===== src/rtl/fifo_read_drain.sv =====
// rtl/fifo_read_drain.sv - FIFO read-side drain into a 2-entry skid buffer with registered valid/ready output
// Optional word_count transfer counter compiled in with `define FIFO_RD_STATS_EN.
module fifo_read_drain #(
  parameter int DATA_WIDTH = 8,
  parameter int CNT_WIDTH  = 16
) (
  input  logic                  read_clk,
  input  logic                  reset,
  input  logic                  mem_empty,
  input  logic [DATA_WIDTH-1:0] fifo_out,
  output logic                  read_en,
  input  logic                  flush,
  output logic [DATA_WIDTH-1:0] data_out,
  output logic                  data_valid,
  input  logic                  data_ready
`ifdef FIFO_RD_STATS_EN
  ,
  output logic [CNT_WIDTH-1:0]  word_count
`endif
);

  typedef enum logic {RUN, DRAIN} state_t;

  state_t                state_q, state_d;
  logic                  inflight;
  logic [1:0]            occ, occ_d, occ_after_pop;
  logic [DATA_WIDTH-1:0] ent0, ent1;
  logic                  valid_q;
  logic                  pop, arrive, room;

  assign data_out   = ent0;
  assign data_valid = valid_q;

  always_comb begin
    pop           = valid_q && data_ready;
    arrive        = inflight && (state_q == RUN) && !flush;
    occ_after_pop = occ - {1'b0, pop};
    // Outstanding words (buffered + in flight) after this cycle's pop must leave a free slot.
    room          = ({1'b0, occ} + {2'b00, inflight}) < (3'd2 + {2'b00, pop});
    read_en       = !reset && !flush && (state_q == RUN) && !mem_empty && room;

    state_d = state_q;
    if (flush) begin
      state_d = DRAIN;
    end else if ((state_q == DRAIN) && !inflight) begin
      state_d = RUN;
    end

    occ_d = occ;
    if (flush) begin
      occ_d = 2'd0;
    end else begin
      occ_d = occ_after_pop + {1'b0, arrive};
    end
  end

  always_ff @(posedge read_clk) begin
    if (reset) begin
      state_q  <= RUN;
      inflight <= 1'b0;
      occ      <= 2'd0;
      valid_q  <= 1'b0;
      ent0     <= '0;
      ent1     <= '0;
    end else begin
      state_q  <= state_d;
      inflight <= read_en;
      occ      <= occ_d;
      valid_q  <= (occ_d != 2'd0);
      if (!flush) begin
        if (pop) begin
          ent0 <= ent1;
        end
        // Arrival lands behind whatever survives the pop; a later write to ent0 overrides the shift.
        if (arrive) begin
          if (occ_after_pop == 2'd0) begin
            ent0 <= fifo_out;
          end else begin
            ent1 <= fifo_out;
          end
        end
      end
    end
  end

`ifdef FIFO_RD_STATS_EN
  always_ff @(posedge read_clk) begin
    if (reset) begin
      word_count <= '0;
    end else if (pop) begin
      word_count <= word_count + 1'b1;
    end
  end
`endif

endmodule


===== config.mk =====
export PLATFORM = sky130hd
export DESIGN_NAME = fifo_read_drain
export DESIGN_NICKNAME = d
export VERILOG_FILES = /design/src/rtl/fifo_read_drain.sv
export SDC_FILE = /design/constraint.sdc
export NUM_CORES = 1
export LEC_CHECK = 0
export CAP_MARGIN = 30
export CORE_MARGIN = 4
export CORE_UTILIZATION = 45
export CTS_CLUSTER_SIZE = 14
export DETAILED_ROUTE_END_ITERATION = 10
export GPL_TIMING_DRIVEN = 0
export PLACE_DENSITY = 0.7
export SLEW_MARGIN = 20
export SYNTH_ARGS = -nofsm -noshare
export SYNTH_HDL_FRONTEND = slang
export SYNTH_SLANG_ARGS = --single-unit

===== constraint.sdc =====
create_clock -name read_clk -period 2.15 [get_ports read_clk]
set_input_delay 0.5375 -clock read_clk [delete_from_list [all_inputs] [get_ports read_clk]]
set_output_delay 0.5375 -clock read_clk [all_outputs]
set_load 0.03 [all_outputs]

==> flow_summary.rst, run 1 <==
.. list-table::
   :header-rows: 1

   * - Metric
     - Value
   * - Number of nets in the final layout
     - 153
   * - Met3 Resource Use GR
     - 2.49%
   * - Adder-cell share of the synthesized area
     - under 10%
   * - Insertion delay of the later-clocked pin in the worst-skew pair
     - 0.30 ns
   * - Post-Synth Simple-Gate Area
     - roughly 14%
   * - Launch point of the worst reg-to-reg path
     - data_valid
   * - Via count of the first global-routing pass
     - 849
   * - Placed Cells
     - ~160
   * - Share of post-route cells with drive strength above 1
     - between 20 and 30%
   * - Cell taking the most area after synthesis
     - sky130_fd_sc_hd__dfxtp_1
   * - # setup viols final
     - 0
   * - Global routing met2 resource utilization
     - between 20% and 30%
   * - Non-Filler Instances
     - between 150 and 200
   * - Critical path arrival
     - between 1.5 and 2 ns
   * - Post-synthesis mux area share
     - 14.5%
   * - # fillers
     - about 200
   * - CTS HTree Levels
     - 1
   * - Count of antenna-violating nets left after detailed routing
     - 0
   * - Final worst path period need
     - approximately 2.1 ns
   * - Core Region
     - approximately 0.0023 mm²
   * - Die boundary height
     - 57.5 µm
   * - Final-report hold violation count
     - 0
   * - Number of iterations in the first detailed-routing pass
     - 4
   * - Largest buffer count on any clock path
     - 2
   * - Cts-stage hold buffer count
     - 0
   * - Share of total power consumed by net switching
     - 25.7%
   * - Cell count after synthesis
     - about 110
   * - Overall die width
     - 57.5 µm
   * - Total via count in the routed design
     - just under 900
   * - Worst setup path endpoint
     - read_en
   * - Initial Util
     - 48.4%
   * - Outcome
     - finished, final reports clean
   * - Largest net degree at the start of global routing
     - 13
   * - Number of DRC violations after detailed routing
     - 0
   * - Setup repair after global routing missed its margin
     - true
   * - Die Outline Area
     - 0.00331 mm²
   * - Number of distinct library cells after synthesis
     - 29
   * - Register area share after synthesis
     - between 30% and 40%
   * - Hold WC Path Type
     - flop to flop
   * - Pwr per Cell Area
     - slightly below 500 mW/mm²
   * - Synth-to-layout area growth
     - 29.1%
   * - CTS tree
     - built
   * - Final worst path period share
     - a little over nine tenths
   * - Flip-flop and latch count after synthesis
     - 21
   * - Number of buffers inserted during clock tree synthesis
     - 3
   * - Met1 GRT Util
     - 19.2%
   * - Switching power total
     - 179 µW
   * - Smallest hold slack
     - roughly 0.47 ns
   * - Internal Pwr Total
     - around 520 µW
   * - WL per Instance
     - between 10 and 15 µm
   * - Start point of the critical path
     - reset
   * - FF-to-FF setup slack
     - ~0.44 ns
   * - Max_slew headroom
     - 58.2%
   * - Row count
     - 17
   * - Average cell area after synthesis
     - around 10 µm²
   * - Total length of routed wires
     - roughly 2300 µm
   * - Detailed router's first-iteration violation count
     - 14
   * - Worst-case clock skew
     - between 0.003 and 0.004 ns
   * - Setup Crit Path Kind
     - primary input to output port
   * - Util after Layout
     - 62.5%
   * - Post-DP HPWL
     - 1680 µm
   * - Post-synth top cells
     - sky130_fd_sc_hd__dfxtp_1 (21), sky130_fd_sc_hd__nand2_1 (17), sky130_fd_sc_hd__mux2i_1 (16)
   * - Static Leakage
     - 0.000593 µW
   * - Wire length of the first global-routing pass
     - 3860 µm
   * - Transition at the pin with the smallest max-transition slack
     - ~0.63 ns
   * - Post-CTS Setup Repair Bufs
     - 0
   * - Xor and xnor fraction of the mapped netlist area
     - roughly 1.6%
   * - Worst R2R End
     - data_valid
   * - Area of the mapped netlist
     - ~0.0011 mm²
   * - Combinational group share of total power
     - between 10% and 20%
   * - Synthesized-area fraction occupied by ao, oa, aoi and oai cells
     - approximately a fifth
   * - Final max-slew violation count
     - 0
   * - Synth warn
     - 0
   * - Worst Setup Start Kind
     - primary input
   * - Cell types with the largest area share after synthesis
     - sky130_fd_sc_hd__dfxtp_1 (38%), sky130_fd_sc_hd__mux2i_1 (15%), sky130_fd_sc_hd__o41ai_2 (7.4%)
   * - Synth top area share
     - 38.1%
   * - Worst supply voltage drop on vdd
     - ~0.38 mV
   * - Clock slew at reported path FFs
     - between 0.1 and 0.15 ns
   * - Endpoint type of the worst setup path
     - output port
   * - Cell with the most instances after synthesis
     - sky130_fd_sc_hd__dfxtp_1
   * - Maximum operating frequency
     - about 470 MHz
   * - Share of total power in sequential cells
     - between 50% and 60%
   * - Port buffer count
     - 22
   * - Max-cap violations
     - 0
   * - Layer with the highest usage
     - met2
   * - Primary flip-flop cell chosen by synthesis mapping
     - sky130_fd_sc_hd__dfxtp_1
   * - Clock Sink Count
     - 21
   * - Critical path data required time
     - between 1.5 and 2 ns
   * - Aggregate global routing overflow
     - 0
   * - Sum of internal, switching and leakage power
     - around 700 µW
   * - Number of flops mapped to enable cells by yosys
     - 0
   * - Share of synthesized flip-flops with an asynchronous set or reset
     - 0%
   * - Number of placed I/O pins
     - 23
   * - Detail-routed via count per cell
     - between 5 and 6
   * - Diode insertion count for antenna repair
     - 0
   * - Number of cells on the worst reg-to-reg path
     - 8
   * - Largest family of logic cells by synthesized area
     - compound AO/OA/AOI/OAI gates
   * - Clock root cell
     - sky130_fd_sc_hd__clkbuf_4
   * - Antenna violations before repair
     - 0
   * - Routability congestion estimate from global placement
     - a little over 0.7
   * - Gr usage total
     - between 10% and 20%
   * - Clock share of power
     - 27.6%
   * - Maximum fanout count along the critical path
     - 10
   * - Total nets after synthesis
     - roughly 130
==> placed cells by master, fill, tap and decap left out, types with 2 or more instances in the layout <==
| cell | count |
|---|---|
| sky130_fd_sc_hd__mux2i_1 | 16 |
| sky130_fd_sc_hd__inv_1 | 5 |
| sky130_fd_sc_hd__dfxtp_1 | 20 |
| sky130_fd_sc_hd__ha_1 | 3 |
| sky130_fd_sc_hd__clkbuf_4 | 5 |
| sky130_fd_sc_hd__nor3_1 | 2 |
| sky130_fd_sc_hd__o41ai_1 | 3 |
| sky130_fd_sc_hd__buf_6 | 4 |
| sky130_fd_sc_hd__nand2_1 | 17 |
| sky130_fd_sc_hd__clkinv_2 | 2 |
| sky130_fd_sc_hd__a21oi_2 | 8 |
| sky130_fd_sc_hd__or2_2 | 5 |
| sky130_fd_sc_hd__o41ai_2 | 5 |
| sky130_fd_sc_hd__clkdlybuf4s50_1 | 19 |
==> registers in the layout, indices dropped and copies added, names as in the netlist <==
signal and flops:
occ 2, ent1 8, data_valid 1, state_q 1, data_out 8, inflight 1
==> worst min path at each step <==
stage	start	endpoint	slack, ns	depth (start not counted)
after floorplan	ent1[0]	ent1[0]	0.43	2
after global placement	ent1[2]	ent1[2]	0.44	2
after detailed placement	ent1[3]	ent1[3]	0.45	2
after CTS	ent1[4]	ent1[4]	0.47	2
after global routing	ent1[3]	ent1[3]	0.48	2
final	ent1[3]	ent1[3]	0.47	2
==> kinds of logic after synthesis <==
group,count (synthesis)
AND/OR/NAND/NOR,31
flip-flops,21
buffers and inverters,15
XOR/XNOR,2
adder cells (fa/ha/maj),4
AO/OA/AOI/OAI,20
multiplexers,16
==> critical path: stages <==
cell and delay [ns]:
sky130_fd_sc_hd__dlygate4sd2_1 0.32, sky130_fd_sc_hd__clkinv_2 0.17, sky130_fd_sc_hd__clkbuf_4 0.23, sky130_fd_sc_hd__and3_4 0.18, sky130_fd_sc_hd__buf_6 0.13
==> power groups by stage <==
| stage | Sequential (µW) | Combinational, µW | Clock (µW) |
|---|---|---|---|
| global placement | 408 | 99.0 | 0 |
| finish | 400 | 105 | 192 |
| global route | 401 | 113 | 216 |
| CTS | 400 | 104 | 199 |
| detailed placement | 408 | 99.5 | 0 |
| floorplan | 416 | 47.3 | 0 |
==> area by class of cell <==
cell class / count / area, µm² / area share [%]
Clock inverter: 1 / 5.00 / 0.352
Tap cell: 28 / 35.0 / 2.46
Timing Repair Buffer: 22 / 220 / 15.5
Buffer: 9 / 76.3 / 5.37
Inverter: 6 / 23.8 / 1.67
Clock buffer: 3 / 22.5 / 1.58
Sequential cell: 21 / 422 / 29.6
Multi-Input combinational cell: 73 / 618 / 43.4
==> per-layer routing <==
layer	part of all wire, %	vias up
li1	-	433
met1	45	414
met2	49	17
met3	4.2	2
met4	0.74	0
met5	0	-
==> through the flow <==
step | cell area, µm² | setup WS (ns) | TNS, ns
2_1_floorplan | 1100 | 0.138 | 0
3_3_place_gp | 1360 | -0.929 | -2.31
3_5_place_dp | 1360 | -0.951 | -2.96
4_1_cts | 1410 | 0.000922 | 0
5_1_grt | 1420 | -0.0137 | -0.0137
6_report | 1420 | 0.0394 | 0
==> timing repair <==
item | CTS | global route
pin swaps | 1 | 1
setup endpoints to repair | 1 | 1
endpoints found under the hold margin | 0 | 0
gates resized for setup | 19 | 7
Note: power is estimated with default switching activity, not from simulation.
==> inputs of run 2 (changes only) <==
Settings changed: TNS_END_PERCENT set to 20.
==> results of run 2 <==
Same layout as run 1: the final DEF is identical, and so are final timing and power.
==> inputs of run 3 (changes only) <==
Settings changed: HOLD_SLACK_MARGIN set to 0.05.
==> results of run 3 <==
Same layout as run 1: the final DEF is identical, and so are final timing and power.
